===== src/rtl/ncl_addn_clocked_if.sv =====
// Dual-rail operand/result bundle for ncl_addn_clocked.
// Pair i of a bus sits at [2i+1:2i]: [2i] is rail "0" and [2i+1] is rail "1".
// COMP polarity: 1 requests DATA, 0 requests NULL.
interface ncl_addn_clocked_if #(
  parameter int WIDTH = 8
);
  logic [2*WIDTH-1:0] A;
  logic [2*WIDTH-1:0] B;
  logic [1:0]         carryin;
  logic               ABCOMP;
  logic [2*WIDTH-1:0] sum;
  logic [1:0]         carryout;
  logic               sumCOMP;
  logic               err;

  // Producer/consumer side
  modport master (
    output A, B, carryin, sumCOMP,
    input  ABCOMP, sum, carryout, err
  );

  // Adder side
  modport slave (
    input  A, B, carryin, sumCOMP,
    output ABCOMP, sum, carryout, err
  );
endinterface


===== src/rtl/ncl_addn_clocked.sv =====
// Clocked dual-rail (NCL) WIDTH-bit adder: latches a complete DATA wavefront,
// ripples one bit per clock, then presents pure DATA / pure NULL results under
// the ABCOMP / sumCOMP completion handshakes.
// Optional feature macro: NCL_ADDN_ERRCHK_EN (sticky illegal-code flag on err;
// 11 pairs then block detection). Without it, err is 0 and rail 1 dominates.
module ncl_addn_clocked #(
  parameter int WIDTH = 8
) (
  input logic                clk,
  input logic                initN,
  ncl_addn_clocked_if.slave  bus
);

  typedef enum logic [1:0] {
    IDLE,
    CALC,
    READY,
    OUT
  } state_t;

  localparam int              CW   = (WIDTH > 1) ? $clog2(WIDTH) : 1;
  localparam logic [CW-1:0]   LAST = CW'(WIDTH - 1);

  state_t              r_state;
  logic                r_abcomp;
  logic                r_null_seen;
  logic [WIDTH-1:0]    r_a;
  logic [WIDTH-1:0]    r_b;
  logic [WIDTH-1:0]    r_s;
  logic                r_c;
  logic [CW-1:0]       r_cnt;
  logic [2*WIDTH-1:0]  r_sum;
  logic [1:0]          r_cout;

  logic [WIDTH-1:0]    w_a_bit;
  logic [WIDTH-1:0]    w_b_bit;
  logic [WIDTH-1:0]    w_a_any;
  logic [WIDTH-1:0]    w_b_any;
  logic                w_c_bit;
  logic                w_c_any;
  logic                w_illegal;
  logic                w_all_data;
  logic                w_all_null;
  logic                w_bit_a;
  logic                w_bit_b;

  // Single-rail encoding of a resolved word onto dual-rail pairs
  function automatic logic [2*WIDTH-1:0] f_enc(input logic [WIDTH-1:0] v);
    logic [2*WIDTH-1:0] e;
    e = '0;
    for (int unsigned i = 0; i < WIDTH; i++) begin
      e[2*i +: 2] = {v[i], ~v[i]};
    end
    return e;
  endfunction

  // Per-pair decode of the input wavefront (rail 1 carries the bit value)
  always_comb begin
    w_a_bit = '0;
    w_b_bit = '0;
    w_a_any = '0;
    w_b_any = '0;
    for (int unsigned i = 0; i < WIDTH; i++) begin
      w_a_bit[i] = bus.A[2*i+1];
      w_b_bit[i] = bus.B[2*i+1];
      w_a_any[i] = |bus.A[2*i +: 2];
      w_b_any[i] = |bus.B[2*i +: 2];
    end
    w_c_bit = bus.carryin[1];
    w_c_any = |bus.carryin;
  end

`ifdef NCL_ADDN_ERRCHK_EN
  logic r_err;

  // Any 11 pair on the inputs is an illegal code
  always_comb begin
    w_illegal = &bus.carryin;
    for (int unsigned i = 0; i < WIDTH; i++) begin
      w_illegal = w_illegal | (&bus.A[2*i +: 2]) | (&bus.B[2*i +: 2]);
    end
  end

  // Sticky error flag, cleared only by reset
  always_ff @(posedge clk or negedge initN) begin
    if (!initN) begin
      r_err <= 1'b0;
    end else if (w_illegal) begin
      r_err <= 1'b1;
    end
  end

  assign bus.err = r_err;
`else
  assign w_illegal = 1'b0;
  assign bus.err   = 1'b0;
`endif

  // An illegal pair is non-zero, so it already blocks complete-NULL
  assign w_all_data = (&w_a_any) & (&w_b_any) & w_c_any & ~w_illegal;
  assign w_all_null = ~(|bus.A) & ~(|bus.B) & ~(|bus.carryin);

  assign w_bit_a = r_a[r_cnt];
  assign w_bit_b = r_b[r_cnt];

  // Handshake FSM and bit-serial ripple datapath
  always_ff @(posedge clk or negedge initN) begin
    if (!initN) begin
      r_state     <= IDLE;
      r_abcomp    <= 1'b1;
      r_null_seen <= 1'b1;
      r_a         <= '0;
      r_b         <= '0;
      r_s         <= '0;
      r_c         <= 1'b0;
      r_cnt       <= '0;
      r_sum       <= '0;
      r_cout      <= '0;
    end else begin
      // NULL wavefront may arrive in any state; remember it for IDLE
      if (w_all_null) begin
        r_null_seen <= 1'b1;
      end
      case (r_state)
        IDLE: begin
          if (r_abcomp) begin
            if (w_all_data) begin
              r_a         <= w_a_bit;
              r_b         <= w_b_bit;
              r_c         <= w_c_bit;
              r_cnt       <= '0;
              r_abcomp    <= 1'b0;
              r_null_seen <= 1'b0;
              r_state     <= CALC;
            end
          end else if (r_null_seen || w_all_null) begin
            r_abcomp <= 1'b1;
          end
        end
        CALC: begin
          r_s[r_cnt] <= w_bit_a ^ w_bit_b ^ r_c;
          r_c        <= (w_bit_a & w_bit_b) | (w_bit_a & r_c) | (w_bit_b & r_c);
          r_cnt      <= r_cnt + CW'(1);
          if (r_cnt == LAST) begin
            r_state <= READY;
          end
        end
        READY: begin
          if (bus.sumCOMP) begin
            r_sum   <= f_enc(r_s);
            r_cout  <= {r_c, ~r_c};
            r_state <= OUT;
          end
        end
        OUT: begin
          if (!bus.sumCOMP) begin
            r_sum   <= '0;
            r_cout  <= '0;
            r_state <= IDLE;
          end
        end
        default: r_state <= IDLE;
      endcase
    end
  end

  assign bus.ABCOMP   = r_abcomp;
  assign bus.sum      = r_sum;
  assign bus.carryout = r_cout;

endmodule

===== src/flat_wrapper.sv =====
// flat-port wrapper written by rule: the top's interface ports become plain ports
module ncl_addn_clocked_flat 
#(
  parameter int WIDTH = 8
)
  (clk, initN, bus_A, bus_B, bus_carryin, bus_sumCOMP, bus_ABCOMP, bus_sum, bus_carryout, bus_err);
  ncl_addn_clocked_if #(.WIDTH(WIDTH)) bus_i ();
  input logic clk;
  input logic initN;
  input wire logic [$bits(bus_i.A)-1:0] bus_A;
  input wire logic [$bits(bus_i.B)-1:0] bus_B;
  input wire logic [$bits(bus_i.carryin)-1:0] bus_carryin;
  input wire logic [$bits(bus_i.sumCOMP)-1:0] bus_sumCOMP;
  output wire logic [$bits(bus_i.ABCOMP)-1:0] bus_ABCOMP;
  output wire logic [$bits(bus_i.sum)-1:0] bus_sum;
  output wire logic [$bits(bus_i.carryout)-1:0] bus_carryout;
  output wire logic [$bits(bus_i.err)-1:0] bus_err;
  assign bus_i.A = bus_A;
  assign bus_i.B = bus_B;
  assign bus_i.carryin = bus_carryin;
  assign bus_i.sumCOMP = bus_sumCOMP;
  assign bus_ABCOMP = bus_i.ABCOMP;
  assign bus_sum = bus_i.sum;
  assign bus_carryout = bus_i.carryout;
  assign bus_err = bus_i.err;
  ncl_addn_clocked #(.WIDTH(WIDTH)) u_core (.clk(clk), .initN(initN), .bus(bus_i));
endmodule

===== config.mk =====
export PLATFORM = sky130hd
export DESIGN_NAME = ncl_addn_clocked_flat
export DESIGN_NICKNAME = d
export VERILOG_FILES = /design/src/rtl/ncl_addn_clocked_if.sv /design/src/rtl/ncl_addn_clocked.sv /design/src/flat_wrapper.sv
export SDC_FILE = /design/constraint.sdc
export NUM_CORES = 1
export LEC_CHECK = 0
export BUFFER_PORTS_ARGS = -buffer_cell sky130_fd_sc_hd__buf_4
export CAP_MARGIN = 20
export CORE_AREA = 2 2 70 72
export CTS_BUF_LIST = sky130_fd_sc_hd__clkbuf_16
export DETAILED_ROUTE_END_ITERATION = 6
export DIE_AREA = 0 0 72 74
export PLACE_DENSITY = 0.78
export SLEW_MARGIN = 0
export SYNTH_ARGS = -nofsm -noshare
export SYNTH_HDL_FRONTEND = slang
export SYNTH_SLANG_ARGS = --single-unit

===== constraint.sdc =====
create_clock -name clk -period 2.6 [get_ports clk]
set_clock_uncertainty 0.05 [all_clocks]
set_input_delay 0.65 -clock clk [delete_from_list [all_inputs] [get_ports clk]]
set_output_delay 0.65 -clock clk [all_outputs]
set_load 0.02 [all_outputs]

After elaboration in Yosys (flattened, before gate mapping) --
Index checks and enable logic that the tools add are counted.
Word-level totals: bits in registers 50, input bits 37, output and inout port bits 20
Operators by class: add/subtract/negate cells 1, order comparisons 2, equal/unequal tests 9, mux-type cells 31, bitwise gates (word level) 23, reductions and logical operators 30
Operators with widths (number):
- 2-bit OR reduction | 17
- 16-bit two-way mux | 2
- 16-bit case mux with 2 select lines | 1
- 16-bit OR reduction | 2
- 8-bit AND reduction | 2
- 1-bit two-way mux | 12
- 2-bit two-way mux | 6
- 1-bit inverter | 12
- 3-bit AND reduction | 3
- 8-bit bitwise mux | 1
- 2-bit case mux with 4 select lines | 1
- 1-bit AND | 7
- 1-bit binary-select mux with 3-bit select | 2
- 3-bit two-way mux | 2
- 2-bit by 1-bit inequality test with 1-bit output (second input constant) | 3
- 3-bit case mux with 2 select lines | 1
- 5-bit AND reduction | 1
- 2-bit == test (second input constant) | 2
- 3-bit by 4-bit < comparator with 1-bit output (second input constant) | 1
- 2-bit inequality test (second input constant) | 2
- 2-bit case mux with 2 select lines | 1
- 2-bit nonzero test | 2
- 3-bit by 1-bit adder with 3-bit output (second input constant) | 1
- 1-bit demux with 3-bit select | 1
- other kinds (9) | 11

Longest topological paths before layout --
Gate-level depths: netlist (run 1).
depth after elaboration 8, mapped depth 8

Worst setup path after synthesis (run 1) --
No wires, ideal clock.
path type register -> register, start point reg u_core.r_cnt[0], end point reg u_core.r_s[1], data arrival time 2079 ps, data required time 2467 ps, path slack 388 ps, stages on the path, launching flop included 6, path buffers 1, clock period less this slack 2212 ps, cells stage by stage dfrtp_1 -> clkbuf_1 -> mux4_2 -> mux2i_1 -> fa_1 -> o21ai_0
Between the ends: cells in the longest elaborated chain, start to end 5, elaborated cells between the ends (all ways) 12
RTL lines:
- start: declaration | line ncl_addn_clocked.sv:31 | logic [CW-1:0] r_cnt;
- start signal: assignment | line ncl_addn_clocked.sv:143 | r_cnt <= r_cnt + CW'(1);
- 3-bit by 4-bit < comparator with 1-bit output (implied by the code) (tied with other cells) | line ncl_addn_clocked.sv:141 | r_s[r_cnt] <= w_bit_a ^ w_bit_b ^ r_c;
- 1-bit logical AND (implied by the code) (tied with other cells) | line ncl_addn_clocked.sv:141
- 1-bit two-way mux (implied by the code) or 1-bit XOR (tied branches) | line ncl_addn_clocked.sv:141
- 1-bit demux with 3-bit select or 1-bit XOR (tied branches)
- 8-bit bitwise mux (*) | line ncl_addn_clocked.sv:141
- end signal: indexed assignment | line ncl_addn_clocked.sv:141
- end: declaration | line ncl_addn_clocked.sv:29 | logic [WIDTH-1:0] r_s;
Every way passes the cells marked *; elsewhere a longest branch is shown, timed or not. The select of a mux whose other input is x is not followed. A chain may end at the register's enable or synchronous reset.

Worst setup path after layout (run 1) --
start point reg u_core.r_cnt[0], end point reg u_core.r_s[5]
Same word-level chain as after synthesis.

==> results of run 1 <==
==> kinds of logic after synthesis <==
kind of cell,count (synthesis)
and+or+nand+nor,54
DFF,50
AOI/OAI and AO/OA,45
muxes,25
buffers and inverters,13
adders and majority gates,7
other,1
==> final timing paths <==
check                                              startpoint                              to  slack (ns)
worst max-delay path              u_core.r_cnt[0]$_DFFE_PN0P_       u_core.r_s[5]$_DFFE_PN0P_        0.31
worst min-delay path                                    initN       u_core.r_a[2]$_DFFE_PN0P_        0.33
worst max register to register    u_core.r_cnt[0]$_DFFE_PN0P_       u_core.r_s[5]$_DFFE_PN0P_        0.31
worst min register to register  u_core.bus.ABCOMP$_DFFE_PN1P_   u_core.bus.ABCOMP$_DFFE_PN1P_        0.42
max in group asynchronous                               initN  u_core.bus.sum[13]$_DFFE_PN0P_        1.78
min in group clk                u_core.bus.ABCOMP$_DFFE_PN1P_   u_core.bus.ABCOMP$_DFFE_PN1P_        0.42
==> Yosys cell counts (all sizes together), types with 5 or more instances <==
master / n / area (um^2)
dfrtp: 48 / 1200
mux2: 19 / 214
nand2: 18 / 67.6
o21ai: 16 / 80.1
nor2: 11 / 41.3
a22o: 10 / 87.6
nor4: 7 / 43.8
o22ai: 7 / 43.8
a21oi: 6 / 33.8
ha: 6 / 75.1
inv: 5 / 18.8
==> cell type report <==
class,instances,area share [%]
Clock buffer,5,4.34
Timing Repair Buffer,57,14.8
Clock inverter,2,0.347
Inverter,5,0.650
Sequential cell,50,43.5
Tap cell,54,2.34
Multi-Input combinational cell,132,34.0
==> per-layer routing <==
metal	up-vias	track usage [%]	wire length (um)
met1	823	25.3	2070
met2	62	32.5	2250
met3	7	4.61	251
met5	-	0	0
li1	831	-	-
met4	0	6.50	61
==> critical path: cells and delay by family (launching register included) <==
kind | cells | cell delay, ns
AO/OA/AOI/OAI | 1 | 0.24
adder cells (fa/ha/maj) | 1 | 0.55
flip-flops | 1 | 0.60
multiplexers | 2 | 0.75
==> through the flow <==
step / cell area, um^2 / total power [mW] / instances / util (%) / setup WS [ns]
after floorplan: 2290 / 0.849 / 195 / - / 0.388
after global placement: 2750 / 0.928 / 298 / 59.8 / 0.435
after detailed placement: 2750 / 0.932 / 298 / 59.8 / 0.327
after CTS: 2890 / 1.53 / 305 / 62.7 / 0.258
after global routing: 2890 / 1.58 / 305 / 62.7 / 0.115
final: 2890 / 1.52 / 305 / 62.7 / 0.307
==> state kept, by name, summed over array words and instances, names as in the netlist <==
name                 count
u_core.r_c               1
u_core.r_s               8
u_core.r_state           2
u_core.r_cnt             3
u_core.r_b               8
u_core.bus.ABCOMP        1
u_core.bus.carryout      2
u_core.bus.sum          16
u_core.r_a               8
u_core.r_null_seen       1
==> report_power, final <==
part,switching [mW],leakage (nW),total (mW),internal (mW)
clock network,0.254,0.0694,0.601,0.347
logic,0.0730,0.638,0.128,0.0551
registers,0.00411,0.686,0.790,0.786
total,0.331,1.39,1.52,1.19
==> out/qor.yml, run 1 <==
outcome:
  status: "finished clean"
route:
  wl_um: 4640
  wire_per_inst_um: 15.2
  drc_errors: 0
  viasPerCell: 5.65
  drt_iter0_drc: 63
  ant_nets: 0
  route.vias.total: 1723
  firstDrtPassIters: 4
sta:
  slew_headroom_pct: 48.3
  hold_ws_ns: 0.329
  min_period_ns: 2.29
  fin_setup_tns_ns: 0
  slew_viol_final: 0
  hold_viol: 0
  period_share_pct: 88.2
  worstMarginPinSlew_ns: 0.775
  rsz0062_at_grt: "false"
  final-setup-viol-count: 0
  fmax_ghz: 0.436
logic_synthesis:
  synthMuxAreaShare_pct: 14.1
  synth_edf_count: 0
  ys_seq_area_share_pct: 54.7
  yosys_warnings: 0
  yosysUniqueCellTypes: 34
  synth_simple_gate_area_share_pct: 11.6
  netlist_area_um2: 2290
  synth_xor_area_share_pct: 0
  synthAdderAreaFrac_pct: 4.15
  async_flop_share_pct: 100
  synth_top_family_by_area: "multiplexers"
  synth-compound-area-share_pct: 12.8
  synth_nets: 239
  syn_inst: 195
  ys_seq_elements: 50
  avgSynthCellArea_um2: 11.8
  yosys_most_used_dff: "dfrtp_1"
placement:
  detailed_place_hpwl_um: 3600
  gp_congestion: 0.791
  portBuffers: 55
layout:
  layout_common_cells: "57 x buf_4, 48 x dfrtp_1, 18 x nand2_1"
  nNetsFinal: 295
  area_delta_synth_final_pct: 25.9
  multi_input_area_um2: 982
  diodes: 0
  layout_commonest_cell: "buf_4"
  drive_above_1_share_pct: 35.1
  regArea_um2: 1250
  nFillCells: 383
grt:
  grt-ovfl-total: 0
  grt_pass1_vias: 1685
  grt_start_max_net_pins: 51
  antenna_found_initial: 0
  grt_pass1_wl_um: 7890
  grt.total_usage_pct: 19.5
critical_path:
  path_class: "register to register"
  endpoint_kind: "register"
  crit_required_ns: 2.74
  cp_slowest_cell: "dfrtp_1"
  max_stage_delay_ns: 0.60
  crit_path_max_fanout: 12
  cp.arrival_ns: 2.43
  reg2reg_depth: 4
  cp_cell_sequence: "mux4_2 -> mux2i_1 -> fa_1 -> o21ai_0"
  start_kind: "register"
pwr:
  p_leak_nw: 1.39
  cellPowerDensity_nw_per_um2: 527
  ir_drop_uv: 263
clocking:
  cts_tree: "yes"
  clkTransAtPathRegs_ns: 0.06
  post_cts_buffers: 0
  postCtsHoldBufs: 0
  worst_skew_pair.late_latency_ns: 0.28
  cts_buffers: 5
  cts_buffer_depth: 2
  root_buffer: "clkbuf_16"
  clkSinkCount: 50
  cts_max_level: 2
  ctsResizeCount: 0
die:
  row_count: 25
  die_w_um: 72
  ios: 57
  start_util_pct: 49.9
  fp.dieH_um: 74
  dieArea_um2: 5330
  core-area_um2: 4600
flow_run:
  cap_viol_max_count: 0
hold_path:
  hp-class: "input port to asynchronous set/reset pin"
No activity file was read; power rests on OpenSTA's default activity.
==> inputs of run 2 (changes only) <==
--- a/config.mk
+++ b/config.mk
@@ -11,7 +11,8 @@
 export CTS_BUF_LIST = sky130_fd_sc_hd__clkbuf_16
 export DETAILED_ROUTE_END_ITERATION = 6
 export DIE_AREA = 0 0 72 74
-export PLACE_DENSITY = 0.78
+export PLACE_DENSITY = 0.72
+export RECOVER_POWER = 100
 export SLEW_MARGIN = 0
 export SYNTH_ARGS = -nofsm -noshare
 export SYNTH_HDL_FRONTEND = slang
==> out/qor.yml, run 2 (synthesis gave the netlist of run 1 again) <==
outcome:
  status: "finished clean"
layout:
  layout_common_cells: "48 x dfrtp_1, 39 x buf_4, 18 x nand2_1, 18 x clkbuf_1"
  nFillCells: 422  # +10%
  diodes: 0  # unchanged
  nNetsFinal: 297  # +0.68%
  area_delta_synth_final_pct: 24.2
  drive_above_1_share_pct: 28.0  # -7.1 points
  largest_register_ffs: 16  # unchanged
  fin_cells: 308  # +0.98%
  layout_commonest_cell: "dfrtp_1"
sta:
  hold_ws_ns: 0.416  # +0.0865 ns
  slew_viol_final: 0  # unchanged
  fin_setup_tns_ns: 0  # unchanged
  slew_headroom_pct: 19.6  # -29 points
  final-setup-viol-count: 0  # unchanged
  rsz0062_at_grt: "false"
  worstMarginPinSlew_ns: 1.21  # +0.431 ns
  min_period_ns: 2.30  # +0.00572 ns
  period_share_pct: 88.4  # +0.22 points
  hold_viol: 0  # unchanged
  fmax_ghz: 0.435  # -0.25%
route:
  wl_met3_um: 240  # -4.4%
  routedLengthMet1_um: 2090  # +0.87%
  routed-wl-met2_um: 2330  # +3.3%
  route.vias.total: 1740  # +0.99%
  wl_um: 4750  # +2.5%
  wire_per_inst_um: 15.4  # +1.5%
  drt_iter0_drc: 107  # +70%
  highest_layer: "met4"
  viasPerCell: 5.65  # about the same
  drc_errors: 0  # unchanged
  ant_nets: 0  # unchanged
  firstDrtPassIters: 4  # unchanged
critical_path:
  cp_slowest_cell: "dfrtp_1"
  crit_required_ns: 2.73  # about the same
  cp_common_cell: "inv_1"
  max_stage_delay_ns: 0.41  # -0.19 ns
  worst-path-buf-inv: 2  # +2
  cp.arrival_ns: 2.43  # about the same
  endpoint_kind: "register"
  cp_cell_sequence: "inv_1 -> ha_1 -> inv_1 -> nor4_1 -> nand4_1 -> mux2_1 -> mux2_2"
  critPathTopFamily: "multiplexers"
  start_kind: "register"
  crit_path_max_fanout: 7  # -5
  path_class: "register to register"
pwr:
  p_leak_nw: 1.33  # -4.6%
  cellPowerDensity_nw_per_um2: 558  # +6.1%
  ir_drop_uv: 262  # -0.66%
  power.total_mw: 1.59  # +4.6%
clocking:
  root_buffer: "clkbuf_16"
  postCtsHoldBufs: 0  # unchanged
  worst_skew_pair.late_latency_ns: 0.29  # about the same
  cts_max_level: 2  # unchanged
  post_cts_buffers: 0  # unchanged
  cts_buffer_depth: 2  # unchanged
  clkSinkCount: 50  # unchanged
  ctsResizeCount: 0  # unchanged
  cts_buffers: 5  # unchanged
  clkTransAtPathRegs_ns: 0.07  # about the same
  cts_tree: "yes"
die:
  die_w_um: 72  # unchanged
  dieArea_um2: 5330  # unchanged
  core-area_um2: 4600  # unchanged
  fp.dieH_um: 74  # unchanged
  start_util_pct: 49.9  # unchanged
  ios: 57  # unchanged
  row_count: 25  # unchanged
grt:
  grt_start_max_net_pins: 51  # unchanged
  antenna_found_initial: 0  # unchanged
  grt_pass1_wl_um: 7870  # -0.25%
  grt-ovfl-total: 0  # unchanged
  grt_pass1_vias: 1719  # +2.0%
  grt.total_usage_pct: 19.2  # -0.21 points
placement:
  detailed_place_hpwl_um: 3600  # about the same
  gp_congestion: 0.798  # +0.86%
  portBuffers: 55  # unchanged
  dp.cells: 300  # +0.67%
hold_path:
  hp-class: "register to register"
flow_run:
  cap_viol_max_count: 0  # unchanged
run 2: cell types whose count changed in the layout (fill, tap and decap cells not counted), sizes merged:
cell and change:
clkbuf +20, buf -18, inv +2, clkinv -1
run 2: worst register-to-register path, cell delays in order, from the launching register on:
cell and delay [ns]:
dfrtp_1 0.41, inv_1 0.09, ha_1 0.29, inv_1 0.10
nor4_1 0.28, nand4_1 0.28, mux2_1 0.41, mux2_2 0.27
run 2: where the power goes:
part | switching, mW | internal [mW]
sequential | 0.00324 | 0.785
clock | 0.305 | 0.369
combinational | 0.0733 | 0.0548
total | 0.382 | 1.21
run 2: path summary, 6_finish.rpt:
path / endpoint / from / slack, ns / cells past startpoint
setup / recovery: u_core.r_cnt[0]$_DFFE_PN0P_ / u_core.r_state[0]$_DFFE_PN0P_ / 0.30 / 7
hold / removal: u_core.bus.carryout[0]$_DFFE_PN0P_ / u_core.r_c$_DFFE_PN0P_ / 0.42 / 1
min in group asynchronous: u_core.bus.sum[6]$_DFFE_PN0P_ / initN / 0.55 / 1
max in group asynchronous: u_core.bus.sum[9]$_DFFE_PN0P_ / initN / 1.22 / 1
hold reg to reg: u_core.bus.carryout[0]$_DFFE_PN0P_ / u_core.r_c$_DFFE_PN0P_ / 0.42 / 1
setup reg to reg: u_core.r_cnt[0]$_DFFE_PN0P_ / u_core.r_state[0]$_DFFE_PN0P_ / 0.30 / 7
run 2: area by class of cell:
type                            instances  area [um^2]  share of cell area, %
Clock buffer                            5          125                   4.40
Clock inverter                          3         28.8                   1.01
Inverter                                5         18.8                  0.659
Multi-Input combinational cell        132          982                   34.5
Sequential cell                        50         1250                   44.0
Tap cell                               54         67.6                   2.37
Timing Repair Buffer                   59          370                   13.0
run 2: per-stage QoR:
stage          setup WS [ns]  utilization, %  area, um^2
3_5_place_dp           0.367            60.1        2770
2_1_floorplan          0.388               -        2290
6_report               0.302            61.9        2850
4_1_cts                0.357            63.5        2920
3_3_place_gp           0.443            60.1        2770
5_1_grt               0.0819            61.9        2850
run 2: layer usage:
layer	GRT usage, %	vias to the layer above
li1	-	841
met1	24.3	839
met2	33.1	53
met3	4.07	7
met4	6.92	0
met5	0	-
